===== config.mk =====
export PLATFORM = sky130hd
export DESIGN_NAME = arm_cmd_arbiter
export DESIGN_NICKNAME = d
export VERILOG_FILES = /design/src/rtl/arm_pkg.sv /design/src/rtl/tick_gen.sv /design/src/rtl/arm_cmd_arbiter.sv
export SDC_FILE = /design/constraint.sdc
export NUM_CORES = 1
export LEC_CHECK = 0
export BUFFER_PORTS_ARGS = -buffer_cell sky130_fd_sc_hd__buf_2
export CAP_MARGIN = 20
export CORE_UTILIZATION = 51
export CTS_BUF_LIST = sky130_fd_sc_hd__clkbuf_8 sky130_fd_sc_hd__clkbuf_16
export DETAILED_ROUTE_END_ITERATION = 10
export PLACE_DENSITY = 0.78
export SLEW_MARGIN = 20
export SYNTH_ARGS = -nofsm -noshare
export SYNTH_HDL_FRONTEND = slang
export SYNTH_HIERARCHICAL = 1
export SYNTH_SLANG_ARGS = --single-unit

===== constraint.sdc =====
create_clock -name i_clk -period 2 [get_ports i_clk]
set_input_delay 0.2 -clock i_clk [delete_from_list [all_inputs] [get_ports i_clk]]
set_output_delay 0.2 -clock i_clk [all_outputs]
set_load 0.01 [all_outputs]

===== src/rtl/arm_pkg.sv =====
// rtl/arm_pkg.sv - shared types and constants for the arm command arbiter
package arm_pkg;

  typedef enum logic [1:0] {
    MODE_SELECT = 2'b00,
    MODE_US     = 2'b01,
    MODE_KB     = 2'b10,
    MODE_AN     = 2'b11
  } mode_t;

  typedef enum logic [1:0] {
    ST_HOME,
    ST_SETTLE,
    ST_TRACK
  } arb_state_t;

  typedef logic [7:0] pos_t;

  localparam pos_t HOME_POS = 8'd128;

  // Move toward tgt by at most step; never overshoots, so 8-bit math cannot wrap.
  function automatic pos_t slew_toward(input pos_t pos, input pos_t tgt, input pos_t step);
    pos_t diff;
    if (tgt > pos) begin
      diff = tgt - pos;
      return (diff <= step) ? tgt : pos + step;
    end else begin
      diff = pos - tgt;
      return (diff <= step) ? tgt : pos - step;
    end
  endfunction

endpackage


===== src/rtl/tick_gen.sv =====
// rtl/tick_gen.sv - free-running divider producing a one-cycle tick every TICK_DIV clocks
module tick_gen #(
  parameter int TICK_DIV = 10000
) (
  input  logic i_clk,
  input  logic i_reset,
  output logic o_tick
);

  localparam int W = (TICK_DIV > 1) ? $clog2(TICK_DIV) : 1;

  logic [W-1:0] r_cnt;

  assign o_tick = (r_cnt == W'(TICK_DIV - 1));

  always_ff @(posedge i_clk) begin
    if (i_reset) begin
      r_cnt <= '0;
    end else if (o_tick) begin
      r_cnt <= '0;
    end else begin
      r_cnt <= r_cnt + W'(1);
    end
  end

endmodule


===== src/rtl/arm_cmd_arbiter.sv =====
// rtl/arm_cmd_arbiter.sv - mode-gated arbiter of three position sources driving one servo
// ARM_SLEW_LIMIT_EN: when defined, servo_pos slews toward target by STEP per tick_gen tick.
module arm_cmd_arbiter
  import arm_pkg::*;
#(
  parameter int SETTLE_CYCLES = 1000
`ifdef ARM_SLEW_LIMIT_EN
  ,
  parameter int TICK_DIV = 10000,
  parameter int STEP     = 2
`endif
) (
  input  logic       i_clk,
  input  logic       i_reset,
  input  logic [1:0] i_state,
  input  logic       i_us_valid,
  input  logic [7:0] i_us_pos,
  input  logic       i_kb_valid,
  input  logic [7:0] i_kb_pos,
  input  logic       i_an_valid,
  input  logic [7:0] i_an_pos,
  output logic       o_us_ready,
  output logic       o_kb_ready,
  output logic       o_an_ready,
  output logic [7:0] o_servo_pos,
  output logic       o_servo_update,
  output logic       o_busy
);

  localparam int SW = (SETTLE_CYCLES > 1) ? $clog2(SETTLE_CYCLES) : 1;

  arb_state_t r_fsm, w_fsm_next;
  mode_t      r_mode_q;
  logic [SW-1:0] r_settle_cnt;
  pos_t       r_target, w_tgt_next;
  pos_t       r_servo_pos, w_pos_next;
  logic       r_servo_update;
  logic       w_mode_chg, w_settle_done, w_track, w_slew_en;
  logic       w_us_rdy, w_kb_rdy, w_an_rdy;

`ifdef ARM_SLEW_LIMIT_EN
  logic w_tick;

  tick_gen #(.TICK_DIV(TICK_DIV)) u_tick_gen (
    .i_clk  (i_clk),
    .i_reset(i_reset),
    .o_tick (w_tick)
  );
`endif

  always_comb begin
    w_mode_chg    = (i_state != r_mode_q);
    w_settle_done = (r_fsm == ST_SETTLE) && (r_settle_cnt == SW'(SETTLE_CYCLES - 1));

    w_fsm_next = r_fsm;
    if (w_mode_chg) begin
      w_fsm_next = ST_SETTLE;
    end else if (w_settle_done) begin
      w_fsm_next = (r_mode_q == MODE_SELECT) ? ST_HOME : ST_TRACK;
    end

    // Readys drop in the mode-change cycle so nothing is accepted as SETTLE begins.
    w_track  = (r_fsm == ST_TRACK) && !w_mode_chg;
    w_us_rdy = w_track && (r_mode_q == MODE_US);
    w_kb_rdy = w_track && (r_mode_q == MODE_KB);
    w_an_rdy = w_track && (r_mode_q == MODE_AN);

    w_tgt_next = r_target;
    if (w_fsm_next == ST_HOME) begin
      w_tgt_next = HOME_POS;
    end else if (w_us_rdy && i_us_valid) begin
      w_tgt_next = i_us_pos;
    end else if (w_kb_rdy && i_kb_valid) begin
      w_tgt_next = i_kb_pos;
    end else if (w_an_rdy && i_an_valid) begin
      w_tgt_next = i_an_pos;
    end

    w_slew_en  = ((r_fsm == ST_HOME) || (r_fsm == ST_TRACK)) && !w_mode_chg;
    w_pos_next = r_servo_pos;
`ifdef ARM_SLEW_LIMIT_EN
    if (w_slew_en && w_tick) begin
      w_pos_next = slew_toward(r_servo_pos, r_target, pos_t'(STEP));
    end
`else
    if (w_slew_en) begin
      w_pos_next = r_target;
    end
`endif
  end

  always_ff @(posedge i_clk) begin
    if (i_reset) begin
      r_fsm          <= ST_HOME;
      r_mode_q       <= MODE_SELECT;
      r_settle_cnt   <= '0;
      r_target       <= HOME_POS;
      r_servo_pos    <= HOME_POS;
      r_servo_update <= 1'b0;
    end else begin
      r_fsm          <= w_fsm_next;
      r_target       <= w_tgt_next;
      r_servo_pos    <= w_pos_next;
      r_servo_update <= (w_pos_next != r_servo_pos);
      if (w_mode_chg) begin
        r_mode_q     <= mode_t'(i_state);
        r_settle_cnt <= '0;
      end else if (r_fsm == ST_SETTLE) begin
        r_settle_cnt <= r_settle_cnt + SW'(1);
      end
    end
  end

  assign o_us_ready     = w_us_rdy;
  assign o_kb_ready     = w_kb_rdy;
  assign o_an_ready     = w_an_rdy;
  assign o_servo_pos    = r_servo_pos;
  assign o_servo_update = r_servo_update;
  assign o_busy         = (r_fsm == ST_SETTLE) || (r_servo_pos != r_target);

endmodule

### Word level (Yosys, flattened, before mapping)

Index checks and enable logic that the tools add are counted.

* register bits: 31
* bits of input ports: 31
* output and inout port bits: 13

* add/subtract/negate cells: 1
* equality and inequality tests: 9
* muxes and demuxes: 7
* reduce and logical (&&, ||, !) cells: 18

Operators by type and width (number)
* two-way mux 8 bit: 4
* != test 8 bit: 2
* adder 10 x 1 -> 10 bit (second input constant): 1
* equality test 10 bit (second input constant): 1
* logical AND 1 bit: 9
* equality test 2 bit (second input constant): 3
* logical NOT 2 bit: 3
* two-way mux 2 bit: 3
* equality test 2 x 1 -> 1 bit (second input constant): 2
* OR reduction 2 bit: 2
* nonzero test 3 bit: 1
* logical OR 1 bit: 2
* != test 2 bit: 1
* logical NOT 1 bit: 1

### Longest topological paths before layout

Gate-level depths: netlist of run 1.

* depth in word-level cells: 8
* gate-level depth with buffers: 6
* depth with buffers taken out: 5

### Least setup slack after synthesis of run 1

Ideal clock, no wire load.

* path type: register to register
* from: reg r_fsm[1]
* to: reg r_target[0]
* library setup time: 0.095 ns
* arrival: 1.441 ns
* data required time: 1.905 ns
* path slack: 0.464 ns
* stages on the path, launching flop included: 6
* clock period less this slack: 1.536 ns
* path through: dfxtp_1 > buf_4 > or3b_1 > a211oi_2 > o21ai_2 > a221oi_1

* longest elaborated chain between the ends: 6
* elaborated cells on any way between the ends: 17
* classes of those cells: 2 x eq/ne; 4 x mux; 11 x reduce/logical

Ends and longest elaborated chain
* start, declared: line arm_cmd_arbiter.sv:32 `arb_state_t r_fsm, w_fsm_next;`
* start signal, assigned: line arm_cmd_arbiter.sv:101 `r_fsm <= w_fsm_next;`
* equality test 2 x 1 -> 1 bit or equality test 2 bit (tied branches): line arm_cmd_arbiter.sv:53, arm_cmd_arbiter.sv:63
* logical AND 1 bit (on tied branches): line arm_cmd_arbiter.sv:53, arm_cmd_arbiter.sv:63
* two-way mux 2 bit or logical AND 1 bit (tied branches): line arm_cmd_arbiter.sv:58, arm_cmd_arbiter.sv:65
* two-way mux 2 bit or logical AND 1 bit (tied branches): line arm_cmd_arbiter.sv:56, arm_cmd_arbiter.sv:73
* logical NOT 2 bit or two-way mux 8 bit (tied branches): line arm_cmd_arbiter.sv:69, arm_cmd_arbiter.sv:73
* OR reduction 2 bit (no line) or two-way mux 8 bit (tied branches)
* end signal, assigned: line arm_cmd_arbiter.sv:102 `r_target <= w_tgt_next;`
* end, declared: line arm_cmd_arbiter.sv:35 `pos_t r_target, w_tgt_next;`

Parallel ways exist; a longest one is shown, timed or not.
A chain may end at the register's enable or synchronous reset.

### Worst setup path after layout of run 1

* from: reg r_fsm[1]
* to: reg r_target[4]

The elaborated chain is that of the path after synthesis.

==> results.tsv, run 1 <==
stage	metric	value	unit
sta	final total negative setup slack	0	ns
clock_network	CTS Hold Buffers Added	0	
logic_synthesis	share of the synthesized area in the top cell type	0.393	
logic_synthesis	share of flip-flops with an asynchronous set or reset	0	
logic_synthesis	count of distinct cell types in the synthesized netlist	41	
grt	wire length of the first global-routing pass	6050	um
flow_run	max-capacitance violation count	0	
routing	number of search-and-repair iterations in the first detailed-routing pass	7	
routing	routed wire length per instance	14.7	um
logic_synthesis	biggest area contributors in the synthesized netlist	sky130_fd_sc_hd__dfxtp_1, sky130_fd_sc_hd__xnor2_1, sky130_fd_sc_hd__mux2i_1	
sta	final setup slack of the worst path	0.157	ns
grt	via count of the first global-routing pass	1395	
logic_synthesis	Avg Inst Size Synth	9.34	um2
clock_network	clock tree from TritonCTS	done	
logic_synthesis	fraction of the mapped netlist area in compound gates	0.197	
routing	number of antenna-violating nets in the routed design	0	
placement	DP Wirelength	2790	um
routing	Via density	6.10	
clock_network	clock latency of the later-clocked register in the worst-skew pair	0.28	ns
placement	pre-CTS worst setup slack	0.185	ns
grt	initial antenna violation count	0	
logic_synthesis	share of cell area taken by muxes after synthesis	0.0507	
layout	ratio of cells with drive above 1 in the final layout	0.281	
layout	ant diodes	0	
run_status	violations in the final reports	design-rule violations	
floorplanning	number of standard-cell rows in the floorplan	19	
power	IR Drop Worst-Case VDD	0.400	mV
floorplanning	Std-Cell Core Area	0.00285	mm2
critical_path	Critical path buffers and inverters	0	
floorplanning	die span in x	57.6	um
logic_synthesis	cell taking the most area after synthesis	sky130_fd_sc_hd__dfxtp_1	
logic_synthesis	Post-Syn Nets	201	
routing	1st-iter DRT viols	46	
placement	GPL Wtd Cong	0.811	
critical_path	CP max stage cell	sky130_fd_sc_hd__dfxtp_1	
logic_synthesis	main combinational cell family by area after synthesis	simple AND/OR/NAND/NOR gates	
critical_path	CP Cell Sequence	or3b_1, a211oi_2, o21ai_2, a221oi_1	
sta	Period Utilization, post-route	0.921	
layout	net count of the finished layout	249	
sta	Rel. slew slack	0.607	
clock_network	number of clock sinks	31	
logic_synthesis	number of synthesis warnings	6	
power	power density over cell area	631	mW/mm2
sta	Worst-Margin Slew	0.585	ns
placement	total instance count after detailed placement	241	
floorplanning	die extent in y	57.6	um
layout	leading cell types in the layout, fill and taps excluded	sky130_fd_sc_hd__buf_2, sky130_fd_sc_hd__dfxtp_1, sky130_fd_sc_hd__nor2_1, sky130_fd_sc_hd__xnor2_1, sky130_fd_sc_hd__or3_1	
logic_synthesis	Post-synth EDFFs	0	
layout	final cell count without fillers	248	
logic_synthesis	sequential share of the synthesized area	0.393	
sta	f_max	543	MHz
clock_network	Clk Tree Root Cell	sky130_fd_sc_hd__clkbuf_8	
clock_network	clock slew at reported path FFs	0.06	ns
logic_synthesis	post-synth design cell area	0.00158	mm2
critical_path	Worst Path Required	2.17	ns
clock_network	H-tree depth	2	
critical_path	category of cells accounting for the largest share of critical-path delay	compound AO/OA/AOI/OAI gates	
sta	setup-violating endpoint count in the final report	0	
clock_network	Clock Path Buffers	2	
sta	number of slew-limit violations in the final report	0	
sta	skew final	0.00364	ns
grt	pin count of the biggest net entering global routing	13	
floorplanning	full die area	0.00332	mm2
grt	grt ovf	0	
layout	synth-to-layout area growth	21.4	%
grt	combined global-route utilization of all metal layers	0.240	
logic_synthesis	dominant synthesized flop cell	sky130_fd_sc_hd__dfxtp_1	
clock_network	TritonCTS buffer count	5	
floorplanning	I/O Pins	44	
logic_synthesis	total of flip-flops plus latches after synthesis	31	
critical_path	worst-path fanout max	10	
routing	vias after detailed routing	1514	
placement	Port-buffer cells	43	
logic_synthesis	gate count of the mapped netlist	169	
power	overall power consumption	1210	uW
power	leak pwr	0.000781	uW
critical_path	nature of the critical path endpoint	register	
logic_synthesis	share of synthesized cell area in and, or, nand and nor gates	0.224	
routing	total routed wirelength	3650	um
critical_path	nature of the critical path startpoint	register	
floorplanning	Initial Utilization	0.554	
layout	most frequent standard cell in the layout excluding fill and tap cells	sky130_fd_sc_hd__buf_2	
routing	DRC violation count after routing	2	
min_path	worst min-delay path class	in -> reg	
sta	number of hold violations in the final report	0	
logic_synthesis	arithmetic-cell share of the synthesized area counting full adders, half adders and majority gates	0.00792	
critical_path	critical path arrival	2.02	ns
run_status	result of the run	complete, but fails checks	
sta	setup repair after global routing missed its margin	no	
logic_synthesis	XOR/XNOR Fraction of Synth Area	0.0943	
critical_path	largest incremental delay on the critical path	0.48	ns
critical_path	Setup Crit Path Kind	reg -> reg	
sta	crit path time final	1.84	ns
registers in the layout, summed over array words and instances (netlist names):
name	flops
r_mode_q	2
r_target	8
o_servo_pos	8
o_servo_update	1
r_settle_cnt	10
r_fsm	2
worst reg2reg max path: stages (launching register included):
cell                       delay (ns)
sky130_fd_sc_hd__dfxtp_1         0.48
sky130_fd_sc_hd__or3b_1          0.41
sky130_fd_sc_hd__a211oi_2        0.30
sky130_fd_sc_hd__o21ai_2         0.18
sky130_fd_sc_hd__a221oi_1        0.36
cells by family (layout without fill, tap and decap cells):
kind of cell / count (synthesis) / in the layout
buf+inv: 10 / 58
xor+xnor: 17 / 17
fa+ha+maj: 1 / 1
flops: 31 / 31
compound gates: 39 / 39
simple gates: 63 / 63
mux: 8 / 8
area by class of cell:
class / count / area (um2)
clock buffer: 6 / 82.6
multi-input combinational: 128 / 910
timing repair buffer: 47 / 245
tap: 31 / 38.8
inverter: 4 / 15.0
sequential: 31 / 621
fill: 238 / 936
clock inverter: 1 / 5.00
worst paths after layout:
path / start / endpoint / slack, ns / cells after the start
max: r_fsm[1] / r_target[4] / 0.16 / 4
min: i_reset / r_mode_q[0] / 0.20 / 2
min reg2reg: o_servo_pos[7] / o_servo_pos[7] / 0.49 / 2
max reg2reg: r_fsm[1] / r_target[4] / 0.16 / 4
what timing repair did:
item | in CTS | in global routing
setup buffers | 0 | 0
gates resized for setup | 0 | 1
setup endpoints to repair | 0 | 2
Yosys cell counts, drive strengths merged (2+ instances only):
cell type,n
a21oi,5
a221oi,7
a22o,7
buf,4
clkbuf,2
dfxtp,31
inv,4
mux2i,8
nand2,7
nand3,3
nand4,4
nand4b,3
nor2,16
nor2b,3
nor3,8
nor4,2
o21ai,5
o41ai,8
or3,9
or3b,4
xnor2,14
xor2,3
power breakdown:
group	leakage, uW	total (uW)	internal, uW	switching [uW]
registers	0.000251	631	622	8.82
clock network	0.0000470	488	269	219
logic	0.000483	90.8	43.4	47.5
through the flow:
step	hold WS [ns]	utilization	area (um2)
after floorplan	0.269	-	1580
after global placement	0.464	0.640	1830
after detailed placement	0.472	0.640	1830
after CTS	0.194	0.671	1910
after global routing	0.211	0.672	1920
final	0.204	0.672	1920
layer usage:
layer | wire length, um | GRT usage | vias up
met1 | 1640 | 0.292 | 718
met2 | 1750 | 0.402 | 61
met3 | 237 | 0.0804 | 4
met5 | 0 | 0 | -
met4 | 24 | 0.0732 | 0
li1 | - | - | 731
(Power assumes the default switching activity.)
==> run 2: changes to the inputs <==
--- a/config.mk
+++ b/config.mk
@@ -7,10 +7,10 @@
 export LEC_CHECK = 0
 export BUFFER_PORTS_ARGS = -buffer_cell sky130_fd_sc_hd__buf_2
 export CAP_MARGIN = 20
-export CORE_UTILIZATION = 51
+export CORE_UTILIZATION = 42
 export CTS_BUF_LIST = sky130_fd_sc_hd__clkbuf_8 sky130_fd_sc_hd__clkbuf_16
 export DETAILED_ROUTE_END_ITERATION = 10
-export PLACE_DENSITY = 0.78
+export PLACE_DENSITY = 0.66
 export SLEW_MARGIN = 20
 export SYNTH_ARGS = -nofsm -noshare
 export SYNTH_HDL_FRONTEND = slang
==> run 2 against run 1 <==
The flow now finishes without violations. Clock skew grew 0.0020 ns. Setup slack gained 0.099 ns. Wire length shrank 4.2%. Register-to-register slack gained 0.099 ns. Die area grew 21%. First-iteration DRC count shrank 2.2%.
==> results.tsv, run 2 (synthesis gave the netlist of run 1 again) <==
stage	metric	value	unit	change
sta	skew final	0.00561	ns	+0.00197 ns
floorplanning	die span in x	63.3	um	+9.8%
floorplanning	full die area	0.00401	mm2	+21%
clock_network	TritonCTS buffer count	5		unchanged
routing	number of antenna-violating nets in the routed design	0		unchanged
power	power density over cell area	622	mW/mm2	-1.5%
sta	Period Utilization, post-route	0.872		-0.0494
layout	leading cell types in the layout, fill and taps excluded	sky130_fd_sc_hd__buf_2, sky130_fd_sc_hd__dfxtp_1, sky130_fd_sc_hd__nor2_1, sky130_fd_sc_hd__xnor2_1, sky130_fd_sc_hd__or3_1		
sta	number of hold violations in the final report	0		unchanged
critical_path	Worst Path Required	2.18	ns	about the same
min_path	worst min-delay path class	in -> reg		
clock_network	number of clock sinks	31		unchanged
routing	Via density	5.47		-10%
min_path	Min-Delay Path Depth	2		unchanged
sta	Worst-Margin Slew	0.520	ns	-0.0650 ns
power	IR Drop Worst-Case VDD	0.508	mV	+27%
floorplanning	number of standard-cell rows in the floorplan	21		+2
sta	number of slew-limit violations in the final report	0		unchanged
routing	1st-iter DRT viols	45		-2.2%
layout	post-route cell area	0.00193	mm2	+0.85%
layout	net count of the finished layout	249		unchanged
critical_path	Setup Crit Path Kind	reg -> reg		
sta	f_max	573	MHz	+5.7%
placement	Port-buffer cells	43		unchanged
critical_path	critical path arrival	1.92	ns	-0.10 ns
layout	max reg flops	10		unchanged
clock_network	Clk Tree Root Cell	sky130_fd_sc_hd__clkbuf_8		
layout	most frequent standard cell in the layout excluding fill and tap cells	sky130_fd_sc_hd__buf_2		
grt	via count of the first global-routing pass	1414		+1.4%
critical_path	largest incremental delay on the critical path	0.47	ns	about the same
routing	routed wire length per instance	13.3	um	-9.7%
layout	ant diodes	0		unchanged
routing	number of search-and-repair iterations in the first detailed-routing pass	4		-3
routing	total routed wirelength	3490	um	-4.2%
clock_network	post-CTS resize count	0		unchanged
min_path	WHS Endpoint	r_fsm[0]		
critical_path	logic depth of the worst register-to-register path	4		unchanged
floorplanning	Std-Cell Core Area	0.00347	mm2	+22%
routing	DRC violation count after routing	0		-2
critical_path	CP max stage cell	sky130_fd_sc_hd__dfxtp_1		
placement	DP Wirelength	2830	um	+1.4%
grt	pin count of the biggest net entering global routing	14		+1
grt	wire length of the first global-routing pass	6370	um	+5.2%
layout	register with the most flip-flops	r_settle_cnt		
sta	setup-violating endpoint count in the final report	0		unchanged
placement	area after detailed placement	0.00185	mm2	+1.0%
floorplanning	Initial Utilization	0.455		-0.0982
flow_run	max-capacitance violation count	0		unchanged
layout	synth-to-layout area growth	22.4	%	
power	leak pwr	0.000782	uW	+0.11%
grt	initial antenna violation count	0		unchanged
run_status	result of the run	finished clean		
clock_network	H-tree depth	2		unchanged
clock_network	number of buffers inserted to repair setup after CTS	0		unchanged
critical_path	worst-path fanout max	10		unchanged
layout	ratio of cells with drive above 1 in the final layout	0.276		-0.00461
clock_network	clock latency of the later-clocked register in the worst-skew pair	0.28	ns	about the same
sta	final total negative setup slack	0	ns	unchanged
critical_path	Reg2Reg Capture Point	r_target[6]		
clock_network	clock tree from TritonCTS	done		
critical_path	nature of the critical path endpoint	register		
sta	crit path time final	1.74	ns	-0.0989 ns
critical_path	nature of the critical path startpoint	register		
clock_network	clock slew at reported path FFs	0.06	ns	about the same
critical_path	CP Cell Sequence	or3b_1, a211oi_2, o21ai_2, a221oi_1		
clock_network	CTS Hold Buffers Added	0		unchanged
floorplanning	die extent in y	63.3	um	+9.8%
critical_path	setup slack of the worst register-to-register path	0.26	ns	+0.10 ns
grt	grt ovf	0		unchanged
grt	combined global-route utilization of all metal layers	0.200		-0.0398
clock_network	Clock Path Buffers	2		unchanged
routing	vias after detailed routing	1439		-5.0%
floorplanning	I/O Pins	44		unchanged
sta	setup repair after global routing missed its margin	no		
sta	Rel. slew slack	0.652		+0.0447
min_path	min-delay src	i_reset		
placement	GPL Wtd Cong	0.819		+0.91%
critical_path	startpoint of the lowest-slack register-to-register path	r_fsm[1]		
[run 2: cell counts in the layout (fill, tap and decap cells not counted)]
Identical to the previous run, type by type.
[run 2: layer usage]
| layer | share of wire | track usage | wire (um) | vias to the layer above |
|---|---|---|---|---|
| met2 | 0.44 | 0.313 | 1550 | 40 |
| met5 | 0 | 0 | 0 | - |
| li1 | - | - | - | 736 |
| met4 | 0.011 | 0.0597 | 38 | 0 |
| met1 | 0.49 | 0.272 | 1730 | 657 |
| met3 | 0.050 | 0.0453 | 174 | 6 |
[run 2: worst max-delay path: cells and delay by family (launching register included)]
family / cells / cell delay (ns)
AOI/OAI and AO/OA: 3 / 0.78
DFF: 1 / 0.47
and+or+nand+nor: 1 / 0.39
[run 2: report_power, final]
group	leakage [uW]	internal, uW	switching (uW)
clock network	0.0000470	269	211
logic	0.000484	45.2	48.4
registers	0.000251	622	6.34
total	0.000782	937	266
[run 2: per-stage QoR]
| step | util | std cells | total power [uW] | hold slack [ns] | setup WS [ns] |
|---|---|---|---|---|---|
| floorplan | - | 169 | 690 | 0.269 | 0.464 |
| global placement | 0.532 | 256 | 732 | 0.464 | 0.340 |
| detailed placement | 0.532 | 256 | 736 | 0.487 | 0.273 |
| CTS | 0.557 | 263 | 1220 | 0.190 | 0.243 |
| global route | 0.557 | 263 | 1260 | 0.211 | 0.0489 |
| finish | 0.557 | 263 | 1200 | 0.201 | 0.256 |
[run 2: area by class of cell]
cell class | instances | area, um2
timing repair buffer | 47 | 245
inverter | 4 | 15.0
tap | 46 | 57.6
fill | 353 | 1540
multi-input combinational | 128 | 907
clock inverter | 1 | 5.00
sequential | 31 | 621
clock buffer | 6 | 82.6
[run 2: worst max-delay path by stage]
stage               startpoint           to  slack, ns  cells after the start
floorplan             r_fsm[1]  r_target[0]       0.46                      5
global placement      r_fsm[1]  r_target[3]       0.34                      4
detailed placement    r_fsm[1]  r_target[0]       0.27                      4
CTS                   r_fsm[1]  r_target[0]       0.24                      4
global route          r_fsm[1]  r_target[3]       0.05                      5
finish                r_fsm[1]  r_target[6]       0.26                      4
==> run 3: changes to the inputs <==
--- a/config.mk
+++ b/config.mk
@@ -7,10 +7,9 @@
 export LEC_CHECK = 0
 export BUFFER_PORTS_ARGS = -buffer_cell sky130_fd_sc_hd__buf_2
 export CAP_MARGIN = 20
-export CORE_UTILIZATION = 42
+export CORE_UTILIZATION = 25
 export CTS_BUF_LIST = sky130_fd_sc_hd__clkbuf_8 sky130_fd_sc_hd__clkbuf_16
 export DETAILED_ROUTE_END_ITERATION = 10
-export PLACE_DENSITY = 0.66
 export SLEW_MARGIN = 20
 export SYNTH_ARGS = -nofsm -noshare
 export SYNTH_HDL_FRONTEND = slang
==> run 3 against run 2 <==
Via count increased by 2.6%. Core utilization down 22 points. Clock skew shrank 0.0044 ns. First-iteration DRC count up 82%. Critical path type unchanged. Wire length up 13%. Largest cell class unchanged. Register-to-register slack better by 0.02 ns. Die area is 66% higher. Maximum frequency increased by 0.96%. Largest power group unchanged. Hold slack improved by 0.020 ns.
==> results.tsv, run 3 (synthesis gave the netlist of run 1 again) <==
stage	metric	value	unit	change
min_path	Min-Delay Path Depth	2		unchanged
power	sequential group share of total power	0.500		-0.023
critical_path	worst-path fanout max	10		unchanged
layout	synth-to-layout area growth	26.5	%	
power	Clk network pwr share	0.423		+0.024
sta	f_max	579	MHz	+0.96%
min_path	worst min-delay path class	in -> reg		
routing	DRC violation count after routing	0		unchanged
critical_path	Setup Crit Path Kind	reg -> reg		
layout	leading cell types in the layout, fill and taps excluded	sky130_fd_sc_hd__buf_2, sky130_fd_sc_hd__dfxtp_1, sky130_fd_sc_hd__nor2_1, sky130_fd_sc_hd__xnor2_1, sky130_fd_sc_hd__or3_1		
critical_path	nature of the critical path endpoint	register		
grt	pin count of the biggest net entering global routing	14		unchanged
layout	most frequent standard cell in the layout excluding fill and tap cells	sky130_fd_sc_hd__buf_2		
sta	Worst-Margin Slew	0.497	ns	-0.0229 ns
critical_path	critical path arrival	1.86	ns	-0.06 ns
power	Comb pwr share	0.077		about the same
clock_network	H-tree depth	2		unchanged
critical_path	setup slack of the worst register-to-register path	0.27	ns	+0.02 ns
power	Switching Fraction	0.224		+0.00268
layout	Filler cells	640		+81%
sta	setup repair after global routing missed its margin	no		
layout	Sequential cell area	621	um2	unchanged
sta	number of hold violations in the final report	0		unchanged
sta	number of slew-limit violations in the final report	0		unchanged
critical_path	largest incremental delay on the critical path	0.49	ns	+0.02 ns
layout	ratio of cells with drive above 1 in the final layout	0.282		+0.00532
clock_network	Clock Path Buffers	2		unchanged
power	internal portion of total power	976	uW	+4.2%
clock_network	number of clock sinks	31		unchanged
layout	ant diodes	0		unchanged
grt	initial antenna violation count	0		unchanged
layout	net count of the finished layout	251		+0.80%
floorplanning	full die area	0.00664	mm2	+66%
clock_network	clock latency of the later-clocked register in the worst-skew pair	0.28	ns	about the same
clock_network	clock tree from TritonCTS	done		
layout	max reg flops	10		unchanged
floorplanning	Std-Cell Core Area	0.00599	mm2	+73%
floorplanning	number of standard-cell rows in the floorplan	28		+33%
routing	1st-iter DRT viols	82		+82%
power	power density over cell area	630	mW/mm2	+1.2%
critical_path	Worst Path Required	2.14	ns	-0.04 ns
clock_network	TritonCTS buffer count	5		unchanged
power	leak pwr	0.000801	uW	+2.5%
routing	total routed wirelength	3940	um	+13%
routing	number of antenna-violating nets in the routed design	0		unchanged
sta	setup-violating endpoint count in the final report	0		unchanged
routing	vias after detailed routing	1477		+2.6%
run_status	result of the run	finished clean		
sta	skew final	0.00125	ns	-0.00436 ns
placement	Port-buffer cells	43		unchanged
flow_run	max-capacitance violation count	0		unchanged
power	overall power consumption	1260	uW	+4.6%
grt	combined global-route utilization of all metal layers	0.132		-0.0679
floorplanning	die span in x	81.5	um	+29%
floorplanning	die extent in y	81.5	um	+29%
grt	grt ovf	0		unchanged
sta	final total negative setup slack	0	ns	unchanged
critical_path	CP Cell Sequence	and4b_1, nand2_1, o21ai_1, a221oi_1		
power	IR Drop Worst-Case VDD	0.201	mV	-60%
floorplanning	Initial Utilization	0.264		-0.192
clock_network	clock slew at reported path FFs	0.06	ns	about the same
sta	Period Utilization, post-route	0.864		-0.00826
routing	routed wire length per instance	13.4	um	+0.51%
routing	Via density	5.01		-8.5%
placement	GPL Wtd Cong	0.750		-8.4%
grt	wire length of the first global-routing pass	6660	um	+4.6%
layout	combined area of the multi-input logic cells	907	um2	unchanged
critical_path	nature of the critical path startpoint	register		
placement	DP Wirelength	3010	um	+6.6%
clock_network	Clk Tree Root Cell	sky130_fd_sc_hd__clkbuf_8		
power	Switch Pwr	281	uW	+5.8%
critical_path	logic depth of the worst register-to-register path	4		unchanged
sta	crit path time final	1.73	ns	-0.0165 ns
layout	register with the most flip-flops	r_settle_cnt		
sta	Rel. slew slack	0.667		+0.0153
critical_path	CP max stage cell	sky130_fd_sc_hd__dfxtp_1		
routing	number of search-and-repair iterations in the first detailed-routing pass	4		unchanged
clock_network	CTS Hold Buffers Added	0		unchanged
floorplanning	I/O Pins	44		unchanged
grt	via count of the first global-routing pass	1432		+1.3%
-- run 3: power groups by stage --
| stage | sequential [uW] | combinational, uW | clock, uW |
|---|---|---|---|
| finish | 629 | 96.7 | 532 |
| detailed placement | 642 | 97.1 | 0 |
| floorplan | 639 | 50.5 | 0 |
| global placement | 642 | 96.4 | 0 |
| CTS | 629 | 97.7 | 543 |
| global route | 629 | 107 | 571 |
-- run 3: timing repair --
action                                  4_1_cts  5_1_grt
gates resized for setup                       0        0
setup buffers                                 0        1
endpoints found under the setup margin        0        2
-- run 3: critical path, delay by kind of cell (launching register included) --
family	cells	cell delay, ns
compound gates	2	0.53
flops	1	0.49
simple gates	2	0.56
-- run 3: routing by layer --
metal | part of all wire | global-route usage | vias up
met4 | 0.016 | 0.0571 | 0
met1 | 0.46 | 0.171 | 680
met3 | 0.066 | 0.0433 | 6
met5 | 0 | 0 | -
met2 | 0.46 | 0.200 | 48
li1 | - | - | 743
-- run 3: area by class of cell --
type / instances / area share
multi-input cells: 128 / 0.454
clock buffers: 7 / 0.0482
inverters: 4 / 0.00752
flip-flops and latches: 31 / 0.311
well taps: 75 / 0.0470
repair buffers: 49 / 0.130
clock inverters: 1 / 0.00188
-- run 3: final timing paths --
path	from	end
max	r_fsm[1]	r_target[3]
min	i_reset	r_mode_q[1]
min reg2reg	o_servo_pos[7]	o_servo_pos[7]
max reg2reg	r_fsm[1]	r_target[3]
-- run 3: metrics by stage --
step | hold WS [ns] | cells | util | worst slack [ns] | instance area, um2
floorplan | 0.269 | 169 | - | 0.464 | 1580
global placement | 0.470 | 286 | 0.315 | 0.213 | 1890
detailed placement | 0.468 | 286 | 0.315 | 0.206 | 1890
CTS | 0.220 | 294 | 0.332 | 0.133 | 1990
global route | 0.220 | 295 | 0.333 | 0.0539 | 2000
finish | 0.221 | 295 | 0.333 | 0.273 | 2000
